**src/rtl/lcd_pkg.sv**
```systemverilog
// Shared types, RGB888 colour constants and default 800x480 panel timing
// for the LCD timing driver and its counters.
package lcd_pkg;

  localparam int CNT_W = 11;

  typedef logic [CNT_W-1:0] cnt_t;
  typedef logic [23:0]      pixel_t;
  typedef logic [11:0]      coord_t;

  localparam pixel_t RED    = 24'hFF0000;
  localparam pixel_t GREEN  = 24'h00FF00;
  localparam pixel_t BLUE   = 24'h0000FF;
  localparam pixel_t WHITE  = 24'hFFFFFF;
  localparam pixel_t BLACK  = 24'h000000;
  localparam pixel_t YELLOW = 24'hFFFF00;
  localparam pixel_t CYAN   = 24'h00FFFF;
  localparam pixel_t ROYAL  = 24'h4169E1;

  localparam int LCD_H_DISP  = 800;
  localparam int LCD_H_SYNC  = 1;
  localparam int LCD_H_BACK  = 46;
  localparam int LCD_H_FRONT = 210;
  localparam int LCD_V_DISP  = 480;
  localparam int LCD_V_SYNC  = 5;
  localparam int LCD_V_BACK  = 23;
  localparam int LCD_V_FRONT = 22;

endpackage

```
**src/rtl/lcd_axis_counter.sv**
```systemverilog
// One raster axis: wrapping position counter with sync, active-window and
// first-active-position decodes. Used for both horizontal and vertical.
module lcd_axis_counter
  import lcd_pkg::*;
#(
  parameter int SYNC  = 1,
  parameter int BACK  = 46,
  parameter int DISP  = 800,
  parameter int FRONT = 210
) (
  input  logic             clk,
  input  logic             rst,
  input  logic             en,
  output logic [CNT_W-1:0] count,
  output logic             wrap,
  output logic             sync,
  output logic             active,
  output logic             first
);

  localparam int   TOTAL  = SYNC + BACK + DISP + FRONT;
  localparam cnt_t LAST   = CNT_W'(TOTAL - 1);
  localparam cnt_t SYNC_E = CNT_W'(SYNC);
  localparam cnt_t ACT_LO = CNT_W'(SYNC + BACK);
  localparam cnt_t ACT_HI = CNT_W'(SYNC + BACK + DISP);

  if (TOTAL >= (1 << CNT_W)) begin : g_bad_total
    $error("lcd_axis_counter: axis total must be below 2048");
  end

  cnt_t cnt_q;

  always_ff @(posedge clk) begin
    if (rst) begin
      cnt_q <= '0;
    end else if (en) begin
      cnt_q <= (cnt_q == LAST) ? '0 : cnt_q + 1'b1;
    end
  end

  assign count  = cnt_q;
  assign wrap   = en & (cnt_q == LAST);
  assign sync   = (cnt_q < SYNC_E);
  assign active = (cnt_q >= ACT_LO) & (cnt_q < ACT_HI);
  assign first  = (cnt_q == ACT_LO);

endmodule

```
**src/rtl/lcd_timing_driver.sv**
```systemverilog
// 800x480 RGB LCD raster timing generator: issues pixel coordinate requests,
// captures returned pixel data and drives panel pins latency-matched.
module lcd_timing_driver
  import lcd_pkg::*;
#(
  parameter int H_DISP       = LCD_H_DISP,
  parameter int H_SYNC       = LCD_H_SYNC,
  parameter int H_BACK       = LCD_H_BACK,
  parameter int H_FRONT      = LCD_H_FRONT,
  parameter int V_DISP       = LCD_V_DISP,
  parameter int V_SYNC       = LCD_V_SYNC,
  parameter int V_BACK       = LCD_V_BACK,
  parameter int V_FRONT      = LCD_V_FRONT,
  parameter int DATA_LATENCY = 1,
  parameter int SYNC_POL     = 0
) (
  input  logic        clk,
  input  logic        rst,
  input  logic [23:0] lcd_data,
  output logic [11:0] lcd_xpos,
  output logic [11:0] lcd_ypos,
  output logic        lcd_req,
  output logic        lcd_de,
  output logic        lcd_hs,
  output logic        lcd_vs,
  output logic [23:0] lcd_rgb,
  output logic        frame_start
);

  localparam int   STAGES = DATA_LATENCY + 2;
  localparam cnt_t H_OFS  = CNT_W'(H_SYNC + H_BACK);
  localparam cnt_t V_OFS  = CNT_W'(V_SYNC + V_BACK);
  localparam logic POL    = (SYNC_POL != 0);

  if (DATA_LATENCY < 0 || DATA_LATENCY > 4) begin : g_bad_latency
    $error("lcd_timing_driver: DATA_LATENCY must be in 0..4");
  end

  cnt_t h_cnt, v_cnt;
  logic h_wrap, h_sync, h_act, h_first;
  logic v_wrap_unused, v_sync, v_act, v_first;

  lcd_axis_counter #(
    .SYNC(H_SYNC), .BACK(H_BACK), .DISP(H_DISP), .FRONT(H_FRONT)
  ) u_h_axis (
    .clk(clk), .rst(rst), .en(1'b1),
    .count(h_cnt), .wrap(h_wrap), .sync(h_sync), .active(h_act), .first(h_first)
  );

  lcd_axis_counter #(
    .SYNC(V_SYNC), .BACK(V_BACK), .DISP(V_DISP), .FRONT(V_FRONT)
  ) u_v_axis (
    .clk(clk), .rst(rst), .en(h_wrap),
    .count(v_cnt), .wrap(v_wrap_unused), .sync(v_sync), .active(v_act), .first(v_first)
  );

  logic act, first_px;
  assign act      = h_act & v_act;
  assign first_px = act & h_first & v_first;

  // ---- stage p0: coordinate request to pattern generator ----
  logic   req_p0;
  coord_t xpos_p0, ypos_p0;

  always_ff @(posedge clk) begin
    if (rst) begin
      req_p0  <= 1'b0;
      xpos_p0 <= '0;
      ypos_p0 <= '0;
    end else begin
      req_p0  <= act;
      xpos_p0 <= act ? {1'b0, cnt_t'(h_cnt - H_OFS)} : '0;
      ypos_p0 <= act ? {1'b0, cnt_t'(v_cnt - V_OFS)} : '0;
    end
  end

  assign lcd_req  = req_p0;
  assign lcd_xpos = xpos_p0;
  assign lcd_ypos = ypos_p0;

  // ---- stages p0..p(STAGES-1): sync/enable delay, pixel capture at last stage ----
  logic [STAGES-1:0] hs_p, vs_p, vld_p, first_p;
  pixel_t            rgb_p;

  always_ff @(posedge clk) begin
    if (rst) begin
      hs_p    <= '0;
      vs_p    <= '0;
      vld_p   <= '0;
      first_p <= '0;
      rgb_p   <= '0;
    end else begin
      hs_p    <= {hs_p[STAGES-2:0], h_sync};
      vs_p    <= {vs_p[STAGES-2:0], v_sync};
      vld_p   <= {vld_p[STAGES-2:0], act};
      first_p <= {first_p[STAGES-2:0], first_px};
      // Data for this pixel arrives exactly while its enable sits one tap early.
      rgb_p   <= vld_p[STAGES-2] ? lcd_data : '0;
    end
  end

  assign lcd_de      = vld_p[STAGES-1];
  assign lcd_rgb     = rgb_p;
  assign frame_start = first_p[STAGES-1];
  assign lcd_hs      = ~(hs_p[STAGES-1] ^ POL);
  assign lcd_vs      = ~(vs_p[STAGES-1] ^ POL);

endmodule
```
**config.mk**
```make
export PLATFORM = sky130hd
export DESIGN_NAME = lcd_timing_driver
export DESIGN_NICKNAME = d
export VERILOG_FILES = /design/src/rtl/lcd_pkg.sv /design/src/rtl/lcd_axis_counter.sv /design/src/rtl/lcd_timing_driver.sv
export SDC_FILE = /design/constraint.sdc
export NUM_CORES = 1
export LEC_CHECK = 0
export CORE_MARGIN = 2
export CORE_UTILIZATION = 52
export DETAILED_ROUTE_END_ITERATION = 7
export PLACE_DENSITY = 0.84
export SYNTH_ARGS = -nofsm -noshare
export SYNTH_HDL_FRONTEND = slang
export SYNTH_SLANG_ARGS = --single-unit
```
**constraint.sdc**
```tcl
create_clock -name clk -period 3.6 [get_ports clk]
set_input_delay 0.9 -clock clk [delete_from_list [all_inputs] [get_ports clk]]
set_output_delay 0.9 -clock clk [all_outputs]
set_load 0.01 [all_outputs]
```
# Word-level counts from Yosys, hierarchy flattened
# Cells that the tools add are included.
dict set report totals {
  regBits 83
  input_bits 26
  out_inout_bits 53
  word_cells 39
}
dict set report classes {
  n_addsub 4
  order_cmp 6
  n_eq_ne 4
  mux 1
  n_bitwise 9
  reduce_logical 3
}
# op count
set op_table {}
lappend op_table {{11-bit by 1-bit adder with 11-bit output (second input constant)} 2}
lappend op_table {{11-bit by 10-bit equality test with 1-bit output (second input constant)} 1}
lappend op_table {{11-bit equality test (second input constant)} 1}
lappend op_table {{11-bit by 5-bit equality test with 1-bit output (second input constant)} 1}
lappend op_table {{11-bit by 6-bit equality test with 1-bit output (second input constant)} 1}
lappend op_table {{11-bit by 5-bit greater-or-equal comparator with 1-bit output (second input constant)} 1}
lappend op_table {{11-bit by 6-bit greater-or-equal comparator with 1-bit output (second input constant)} 1}
lappend op_table {{11-bit by 1-bit less-than comparator with 1-bit output (second input constant)} 1}
lappend op_table {{11-bit by 10-bit less-than comparator with 1-bit output (second input constant)} 1}
lappend op_table {{11-bit by 3-bit less-than comparator with 1-bit output (second input constant)} 1}
lappend op_table {{11-bit by 9-bit less-than comparator with 1-bit output (second input constant)} 1}
lappend op_table {{11-bit 2-to-1 mux} 1}
lappend op_table {{11-bit by 5-bit subtractor with 11-bit output (second input constant)} 1}
lappend op_table {{11-bit by 6-bit subtractor with 11-bit output (second input constant)} 1}
lappend op_table {{2-bit OR reduction} 3}
lappend op_table {{1-bit AND} 5}
lappend op_table {{1-bit inverter} 4}

# Longest topological paths before layout
# Gate-level depths: netlist of run 1.
dict set report logic_depth {
  depth_word 5
  ltp_mapped 8
}

# Modules after synthesis
# A second synthesis of run 1 with hierarchy kept.
dict set report unflattened {
  hier_cells 319
  hier_area_um2 3115.5
}
# mod instances cells_each area_per_inst_um2 seq_area_each_um2
set modules_own_cells {}
lappend modules_own_cells {lcd_timing_driver 1 169 1858.0 1161.1}
lappend modules_own_cells {{lcd_axis_counter (u_v_axis)} 1 76 646.9 220.2}
lappend modules_own_cells {{lcd_axis_counter (u_h_axis)} 1 74 610.6 220.2}

# Worst setup path after synthesis of run 1
# No wires, ideal clock.
dict set report synth_timing {
  path_type {input to register}
  start {input rst}
  end {register xpos_p0[10] (netlist: lcd_xpos[10])}
  setup_ps 73
  t_arrival_ps 1758
  t_required_ps 3527
  setup_slack_ps 1768
  stages 4
  cell_sequence {nor4_1 -> o2111ai_2 -> buf_6 -> nor3_2}
}
dict set report synth_via {
  elab_chain_len 1
}
# item line
set synth_lines {}
lappend synth_lines {{start, declared} lcd_timing_driver.sv:18} ;# input logic rst,
lappend synth_lines {{2-bit OR reduction (no line)} --}
lappend synth_lines {{end signal, assigned} lcd_timing_driver.sv:72} ;# xpos_p0 <= act ? {1'b0, cnt_t'(h_cnt - H_OFS)} : '0;
lappend synth_lines {{end, declared} lcd_timing_driver.sv:63} ;# coord_t xpos_p0, ypos_p0;
# No other way between the ends.
# A chain may end at the register's enable or synchronous reset.

# Worst setup path after layout of run 1
dict set report layout_timing {
  start {input rst}
  end {register ypos_p0[0] (netlist: lcd_ypos[0])}
}
dict set report layout_via {
  elab_chain_len 1
}
# item line
set layout_lines {}
lappend layout_lines {{2-bit OR reduction (no line)} --}
lappend layout_lines {{end signal, assigned} lcd_timing_driver.sv:73} ;# ypos_p0 <= act ? {1'b0, cnt_t'(v_cnt - V_OFS)} : '0;
lappend layout_lines {{end, declared} lcd_timing_driver.sv:63}
# No other way between the ends.

==> results of run 1 <==
[final cells by class]
| class | instances | area (um^2) | area share, % |
|---|---|---|---|
| clock inverter | 6 | 72.6 | 1.75 |
| timing repair buffer | 78 | 776 | 18.8 |
| sequential | 80 | 1600 | 38.7 |
| clock buffer | 10 | 138 | 3.33 |
| multi-input combinational | 210 | 1410 | 34.1 |
| inverter | 12 | 45.0 | 1.09 |
| tap | 75 | 93.8 | 2.27 |
[registers in the layout, indices dropped and copies added (netlist names)]
register	flops
first_p	3
vs_p	3
lcd_xpos	11
u_h_axis.count	11
lcd_rgb	24
lcd_ypos	11
vld_p	3
hs_p	3
u_v_axis.count	11
[synth_stat cells (9+ instances only)]
cell type	number
dfxtp_1	80
and2_1	27
nor2_1	23
nand2_1	16
a21oi_1	14
xnor2_1	14
inv_1	12
nor3_2	12
o21ai_0	12
nor2b_1	10
and3_1	9
[where the power goes]
part / internal, mW / switching, mW / total [mW]
combinational: 0.0341 / 0.0195 / 0.0536
sequential: 0.891 / 0.00647 / 0.897
clock: 0.349 / 0.348 / 0.697
total: 1.27 / 0.374 / 1.65
[cell families after synthesis]
logic type,after synthesis
buffers and inverters,32
DFF,80
xor gates and xnor gates,20
and+or+nand+nor,144
AOI/OAI and AO/OA,38
other,1
adders and majority gates,6
[worst register-to-register path, delay by kind of cell (launching register included)]
family / cells / cell delay (ns)
DFF: 1 / 0.50
buffers and inverters: 1 / 0.27
AOI/OAI and AO/OA: 2 / 0.36
adders and majority gates: 1 / 0.35
and+or+nand+nor: 2 / 0.61
[metal layers]
layer	share of wire [%]	global-route usage (%)
met1	43	25.9
met3	10	6.09
met4	2.0	10.0
met2	45	33.8
met5	0	0
[path summary, 6_finish.rpt]
check / endpoint / slack (ns) / cells after the start
worst min register to register: hs_p[2] / 0.44 / 1
worst max register to register: lcd_ypos[0] / 1.43 / 6
worst max-delay path: lcd_ypos[0] / 1.13 / 6
worst min-delay path: hs_p[2] / 0.44 / 1
[through the flow]
stage	total power [mW]	util (%)	hold WS, ns	area (um^2)	std cells
after floorplan	0.938	-	0.414	3190	322
after global placement	0.969	66.3	0.420	3930	455
after detailed placement	0.971	66.3	0.430	3930	455
after CTS	1.66	69.8	0.443	4140	471
after global routing	1.71	69.8	0.469	4140	471
final	1.65	69.8	0.441	4140	471
==> out/metrics.cfg, run 1 <==
[clocking]
clkSlewWorstSetupHoldPaths_ns = 0.09
hold_buffers = 0
cts-root-buf = clkbuf_8
cts.sinks = 80
cts_resized = 0
cts_tree = yes
htreeDepth = 3
clk_latency_ns = 0.36
cts_setup_buffers = 0
clock_path_buffers = 2
numCtsBuffers = 9

[drt]
postRouteAntennaNets = 0
wire_per_inst_um = 14.5
via_per_inst = 5.31
routed_wl_mm = 6.81
firstDrtPassIters = 4
dr.first_iter.drc_count = 112
drc = 0
vias = 2499

[synthesis]
yosysTopAreaCellShare_pct = 50.3
synth_area_um2 = 3180
ys_ff_latch = 80
synth_top_family_by_area = simple AND/OR/NAND/NOR gates
yosys.area_share.simple_pct = 28.2
muxShareOfSynthArea_pct = 0
synth-async-reset-ratio_pct = 0
synthTopCellsByArea = dfxtp_1, and2_1, xnor2_1, nor3_2, nor2_1
synth_compound_area_share_pct = 7.94
ys.warnings.count = 0
syn_area_per_cell_um2 = 9.92
postSynthCellCount = 321
synth_top_area_cell = dfxtp_1
synth_edf_count = 0
synthAdderAreaFrac_pct = 2.36
synth_cell_types = 50
ys.flop_type = dfxtp_1
synth-xor-area-share_pct = 5.50
synth_sequential_area_ratio_pct = 50.3

[place]
gp_congestion = 0.805
port_buffers = 76
place_ws_ns = 0.776
hpwl_mm = 4.75

[hold_path]
hp-start = hs_p[1]
min-delay-path-class = reg2reg

[global_routing]
grt_pass1_vias = 2249
grt_max_degree = 26
antenna_found_initial = 0
grt.overflow.total = 0
track_usage_pct = 21.1
grt_pass1_wl_mm = 10.7

[timing]
tns_ns = 0
setup_slack_ns = 1.13
maxSlewHeadroom_pct = 26.5
fmaxAchievable_mhz = 404
drv_slew = 0
period_share_pct = 68.7
hold_viol_final = 0
setup_viol = 0
rsz0062_at_grt = false
clock_skew_ns = 0.0121
period_minus_slack_ns = 2.47
max_slew.worst_pin.slew_ns = 1.10

[run]
drv_cap = 0

[setup_path]
crit_chain = clkdlybuf4s50_1 -> buf_4 -> nor4_1 -> o2111ai_2 -> buf_4 -> nor3b_1
critPathMaxFanout = 23
worstPathArrival_ns = 2.74
cp-end-kind = flop
crit_buf_inv = 3
path_delay_family = buffers and inverters
cp_slowest_cell = clkdlybuf4s50_1
critPathMaxStageDelay_ns = 0.55
cp-start-kind = primary input
r2r_start = u_v_axis.count[3]
critPathKind = in2reg
critPathRequiredTime_ns = 3.87
path_common_cell = buf_4
crit_path_start = rst

[pwr]
peakVddDrop_uv = 288
p_per_area_nw_per_um2 = 398
p_leak_nw = 1.57

[final_layout]
final_common_cell = dfxtp_1
drive_gt1_share_pct = 10.4
final_nets = 423
area_growth_pct = 29.9
diodes = 0
final_cell_mix = dfxtp_1, clkdlybuf4s50_1, and2_1
fill_cells = 456

[floorplanning]
die_area_um2 = 6770
core_area_um2 = 5920
io_pins = 79
initial_core_util_pct = 53.8
rows = 28
fp.dieW_um = 82.3
die_h_um = 82.3

[status]
status = completed

(Power assumes the default switching activity.)
==> run 2: changes to the inputs <==
- CORE_UTILIZATION: 52 -> 49
- PLACE_DENSITY: 0.84 -> 0.8
- clock period: 3.6 -> 2.4 ns (I/O delays scaled with it)
==> run 2 against run 1 <==
Die area increased by 5.8%. Sequential share of layout area about the same. Cell count increased by 1.3%. Clock skew decreased by 0.0058 ns. Final area about the same. Flip-flop and latch count unchanged. Global-route usage decreased by 2.5 points. Worst setup slack got worse by 0.80 ns. Power increased by 43%. Register-to-register slack got worse by 1.1 ns. Critical path depth unchanged. Critical path type is now reg2reg.
==> out/metrics.cfg, run 2 (same netlist as run 1, synthesis figures left out) <==
[timing]
hold_viol_final = 0  ; unchanged
period_minus_slack_ns = 2.07
clock_skew_ns = 0.00630  ; -0.00577 ns
setup_viol = 0  ; unchanged
tns_ns = 0  ; unchanged
period_share_pct = 86.2
fmaxAchievable_mhz = 483
maxSlewHeadroom_pct = 21.9  ; -4.6 points
max_slew.worst_pin.slew_ns = 1.17  ; +0.0687 ns
drv_slew = 0  ; unchanged
rsz0062_at_grt = false

[final_layout]
area_growth_pct = 30.0  ; about the same
drive_gt1_share_pct = 10.3  ; -0.10 points
design_area_um2 = 4140  ; about the same
diodes = 0  ; unchanged
final_common_cell = dfxtp_1
final_cell_mix = dfxtp_1, clkdlybuf4s50_1, and2_1
instances_no_fill = 477  ; +1.3%
largest_reg_flops = 24  ; unchanged
final_nets = 427  ; +0.95%

[setup_path]
critPathMaxStageDelay_ns = 0.49  ; -0.06 ns
worstPathArrival_ns = 2.33  ; -0.41 ns
cp_slowest_cell = dfxtp_1
cp-start-kind = flop
critPathRequiredTime_ns = 2.67  ; -1.20 ns
critPathMaxFanout = 14  ; -39%
cp-end-kind = flop
crit_chain = ha_1 -> a211oi_1 -> o311ai_0 -> o2111ai_2 -> buf_4 -> nor3b_1
critPathKind = reg2reg

[floorplanning]
die_h_um = 84.6  ; +2.9%
die_area_um2 = 7160  ; +5.8%
rows = 29  ; +3.6%
initial_core_util_pct = 50.4  ; -3.3 points
io_pins = 79  ; unchanged
core_area_um2 = 6310  ; +6.6%
fp.dieW_um = 84.6  ; +2.9%

[global_routing]
grt_max_degree = 26  ; unchanged
antenna_found_initial = 0  ; unchanged
track_usage_pct = 18.5  ; -2.5 points
grt_pass1_vias = 2295  ; +2.0%
grt.overflow.total = 0  ; unchanged
grt_pass1_wl_mm = 10.6  ; -1.0%

[place]
gp_congestion = 0.811  ; +0.83%
port_buffers = 76  ; unchanged
post-place-cells = 461  ; +1.3%
hpwl_mm = 4.73  ; -0.42%
dpl-instance-area_um2 = 3960  ; +0.83%

[clocking]
hold_buffers = 0  ; unchanged
cts_resized = 0  ; unchanged
cts.sinks = 80  ; unchanged
htreeDepth = 3  ; unchanged
cts-root-buf = clkbuf_8
clk_latency_ns = 0.34  ; -0.02 ns
numCtsBuffers = 9  ; unchanged
clock_path_buffers = 2  ; unchanged
cts_tree = yes
clkSlewWorstSetupHoldPaths_ns = 0.08  ; about the same
cts_setup_buffers = 0  ; unchanged

[drt]
routed_wl_mm = 6.63  ; -2.6%
drc = 0  ; unchanged
firstDrtPassIters = 4  ; unchanged
via_per_inst = 5.22  ; -1.6%
vias = 2491  ; -0.32%
wire_per_inst_um = 13.9  ; -3.9%
dr.first_iter.drc_count = 78  ; -30%
postRouteAntennaNets = 0  ; unchanged

[pwr]
finalPower_mw = 2.36  ; +43%
p_per_area_nw_per_um2 = 570  ; +43%
p_leak_nw = 1.57  ; +0.20%
peakVddDrop_uv = 351  ; +22%

[status]
status = completed

[hold_path]
min-delay-path-class = reg2reg

[run]
drv_cap = 0  ; unchanged

[run 2: cell types whose count changed in the layout (fill, tap and decap cells not counted), sizes merged]
cell    before  now
buf          2    6
clkbuf      10   13
clkinv       0    1
inv         16   12
[run 2: worst paths after layout]
kind	slack, ns	to	depth (start not counted)	startpoint
setup / recovery	0.33	lcd_ypos[0]	6	u_h_axis.count[0]
hold / removal	0.44	first_p[2]	1	first_p[1]
setup reg to reg	0.33	lcd_ypos[0]	6	u_h_axis.count[0]
hold reg to reg	0.44	first_p[2]	1	first_p[1]
[run 2: area by class of cell]
class                   count  area [um^2]
clock buffers              13          139
clock inverters             3         42.5
fillers                   502         2170
inverters                  12         45.0
multi-input cells         210         1410
flip-flops and latches     80         1600
well taps                  77         96.3
repair buffers             82          806
[run 2: where the power goes]
| part | total, mW | internal, mW | switching (mW) |
|---|---|---|---|
| Combinational | 0.0808 | 0.0520 | 0.0288 |
| Clock | 0.933 | 0.481 | 0.452 |
| Sequential | 1.35 | 1.34 | 0.0102 |
| Total | 2.36 | 1.87 | 0.491 |
[run 2: through the flow]
step | setup WS (ns) | utilization (%) | hold slack, ns
6_report | 0.330 | 65.6 | 0.441
2_1_floorplan | 0.599 | - | 0.414
5_1_grt | 0.223 | 65.6 | 0.466
4_1_cts | 0.349 | 65.6 | 0.446
3_3_place_gp | 0.177 | 62.7 | 0.416
3_5_place_dp | 0.0912 | 62.7 | 0.428
[run 2: critical path, delay by kind of cell, from the launching register on]
kind	cells	cell delay [ns]
buf+inv	1	0.25
fa+ha+maj	1	0.32
flops	1	0.49
compound gates	3	0.75
simple gates	1	0.18
[run 2: metal layers]
metal	wire length [um]	GRT usage [%]	vias up	share of wire (%)
li1	-	-	1232	-
met1	3010	23.6	1146	45
met2	3040	30.0	99	46
met3	414	3.83	14	6.2
met4	166	8.95	0	2.5
met5	0	0	-	0
==> run 3: changes to the inputs <==
- RECOVER_POWER: not set -> 25
==> run 3 against run 2 <==
Utilization fell by 0.12 points. Flip-flop and latch count unchanged. Power decreased by 0.11%. Sequential power barely moved. Final area fell by 0.18%. Die area unchanged. Fmax fell by 0.74%. Combinational power fell by 2%. Register-to-register slack is essentially flat. Count of clock-buffer cells in the layout did not move.
==> out/metrics.cfg, run 3 (same netlist as run 1, synthesis figures left out) <==
[final_layout]
fill_cells = 504  ; +0.40%
drive_gt1_share_pct = 9.75  ; -0.50 points
final_nets = 427  ; unchanged
area_growth_pct = 29.7
final_common_cell = dfxtp_1
diodes = 0  ; unchanged
largest_reg_flops = 24  ; unchanged
final_cell_mix = dfxtp_1, clkdlybuf4s50_1, and2_1

[setup_path]
r2r_slack_ns = 0.33  ; about the same
cp-end-kind = flop
r2r-end = lcd_ypos[0]
reg2regPathDepth = 6  ; unchanged
critPathKind = in2reg
worstPathArrival_ns = 2.37  ; +0.04 ns
r2r_start = u_h_axis.count[0]
cp-start-kind = primary input
critPathMaxFanout = 25  ; +11
critPathRequiredTime_ns = 2.68  ; about the same

[timing]
maxSlewHeadroom_pct = 21.9  ; -0.024 points
rsz0062_at_grt = false
fmaxAchievable_mhz = 480  ; -0.74%
period_share_pct = 86.9  ; +0.64 points
period_minus_slack_ns = 2.08  ; +0.0154 ns
tns_ns = 0  ; unchanged
max_slew.worst_pin.slew_ns = 1.17  ; +0.000354 ns
clock_skew_ns = 0.00607  ; -0.000228 ns
hold_viol_final = 0  ; unchanged
setup_viol = 0  ; unchanged
setup_slack_ns = 0.315  ; -0.0154 ns
drv_slew = 0  ; unchanged
hold_ws_ns = 0.441  ; +0.000128 ns

[clocking]
clock_path_buffers = 2  ; unchanged
clk_latency_ns = 0.34  ; about the same
clkSlewWorstSetupHoldPaths_ns = 0.07  ; about the same
htreeDepth = 3  ; unchanged
cts-root-buf = clkbuf_8
numCtsBuffers = 9  ; unchanged
hold_buffers = 0  ; unchanged
cts_tree = yes
cts.sinks = 80  ; unchanged
cts_resized = 0  ; unchanged
cts_setup_buffers = 0  ; unchanged

[global_routing]
antenna_found_initial = 0  ; unchanged
grt.overflow.total = 0  ; unchanged
grt_max_degree = 26  ; unchanged
track_usage_pct = 18.5  ; unchanged
grt_pass1_vias = 2295  ; unchanged
grt_pass1_wl_mm = 10.6  ; unchanged

[pwr]
p_leak_nw = 1.63  ; +4.1%
power.net_switching_mw = 0.491  ; -0.15%
pwr-share-clk_pct = 39.5  ; about the same
p_comb_share_pct = 3.3  ; about the same
p_per_area_nw_per_um2 = 571  ; about the same
p_int_mw = 1.87  ; about the same
peakVddDrop_uv = 351  ; about the same
p_seq_share_pct = 57.1  ; about the same
swShare_pct = 20.8  ; about the same

[drt]
via_per_inst = 5.22  ; unchanged
met3WireLength_um = 408  ; -1.4%
routed_wl_mm = 6.63  ; about the same
drt-met1-wl_mm = 3.02  ; +0.47%
dr.first_iter.drc_count = 71  ; -9.0%
postRouteAntennaNets = 0  ; unchanged
firstDrtPassIters = 4  ; unchanged
drc = 0  ; unchanged
vias = 2491  ; unchanged
wire_per_inst_um = 13.9  ; about the same
wl_met2_mm = 3.03  ; -0.26%
top_layer = met4

[hold_path]
hp-start = first_p[1]
hold_path_depth = 1  ; unchanged
min-delay-path-class = reg2reg
hold_path_end = first_p[2]

[floorplanning]
die_area_um2 = 7160  ; unchanged
initial_core_util_pct = 50.4  ; unchanged
io_pins = 79  ; unchanged
rows = 29  ; unchanged
core_area_um2 = 6310  ; unchanged
die_h_um = 84.6  ; unchanged
fp.dieW_um = 84.6  ; unchanged

[place]
hpwl_mm = 4.73  ; unchanged
gp_congestion = 0.811  ; unchanged
port_buffers = 76  ; unchanged
place_ws_ns = 0.0912  ; unchanged

[status]
status = completed

[run]
drv_cap = 0  ; unchanged

==> run 3: changes by cell type in the layout (fill, tap and decap cells not counted) <==
cell	delta
clkdlybuf4s50_1	-21
dlygate4sd3_1	+21
buf_4	-2
clkbuf_1	+2
==> run 3: worst max-delay path by stage <==
stage | startpoint | end | slack [ns] | cells after the start
finish | rst | lcd_rgb[15] | 0.32 | 3
global route | rst | lcd_rgb[15] | 0.19 | 3
CTS | u_h_axis.count[0] | lcd_xpos[4] | 0.35 | 6
detailed placement | rst | lcd_rgb[15] | 0.09 | 3
global placement | rst | lcd_rgb[20] | 0.18 | 3
floorplan | u_v_axis.count[3] | lcd_xpos[10] | 0.60 | 6
==> run 3: layer usage <==
metal | track usage [%] | vias up
li1 | - | 1232
met1 | 23.6 | 1150
met2 | 30.0 | 95
met3 | 3.83 | 14
met4 | 8.95 | 0
met5 | 0 | -
==> run 3: final cells by class <==
class | instances | area [um^2] | area share (%)
sequential | 80 | 1600 | 38.8
clock buffer | 13 | 139 | 3.36
tap | 77 | 96.3 | 2.33
inverter | 12 | 45.0 | 1.09
multi-input combinational | 210 | 1410 | 34.1
timing repair buffer | 82 | 798 | 19.3
clock inverter | 3 | 42.5 | 1.03
==> run 3: power groups by stage <==
stage | sequential, mW | combinational [mW] | clock (mW)
after floorplan | 1.37 | 0.0361 | 0
after global placement | 1.38 | 0.0788 | 0
after detailed placement | 1.38 | 0.0803 | 0
after CTS | 1.35 | 0.0812 | 0.948
after global routing | 1.35 | 0.0870 | 1.01
final | 1.35 | 0.0789 | 0.933
==> run 3: critical path, stage by stage <==
cell and delay (ns):
dlygate4sd3_1 0.59, nor2b_1 0.91, and2_1 0.26
==> run 3: per-stage QoR <==
| step | power [mW] | std cells | util, % | instance area (um^2) |
|---|---|---|---|---|
| 2_1_floorplan | 1.41 | 322 | - | 3190 |
| 3_3_place_gp | 1.46 | 461 | 62.7 | 3960 |
| 3_5_place_dp | 1.46 | 461 | 62.7 | 3960 |
| 4_1_cts | 2.38 | 477 | 65.6 | 4140 |
| 5_1_grt | 2.44 | 477 | 65.4 | 4130 |
| 6_report | 2.36 | 477 | 65.4 | 4130 |
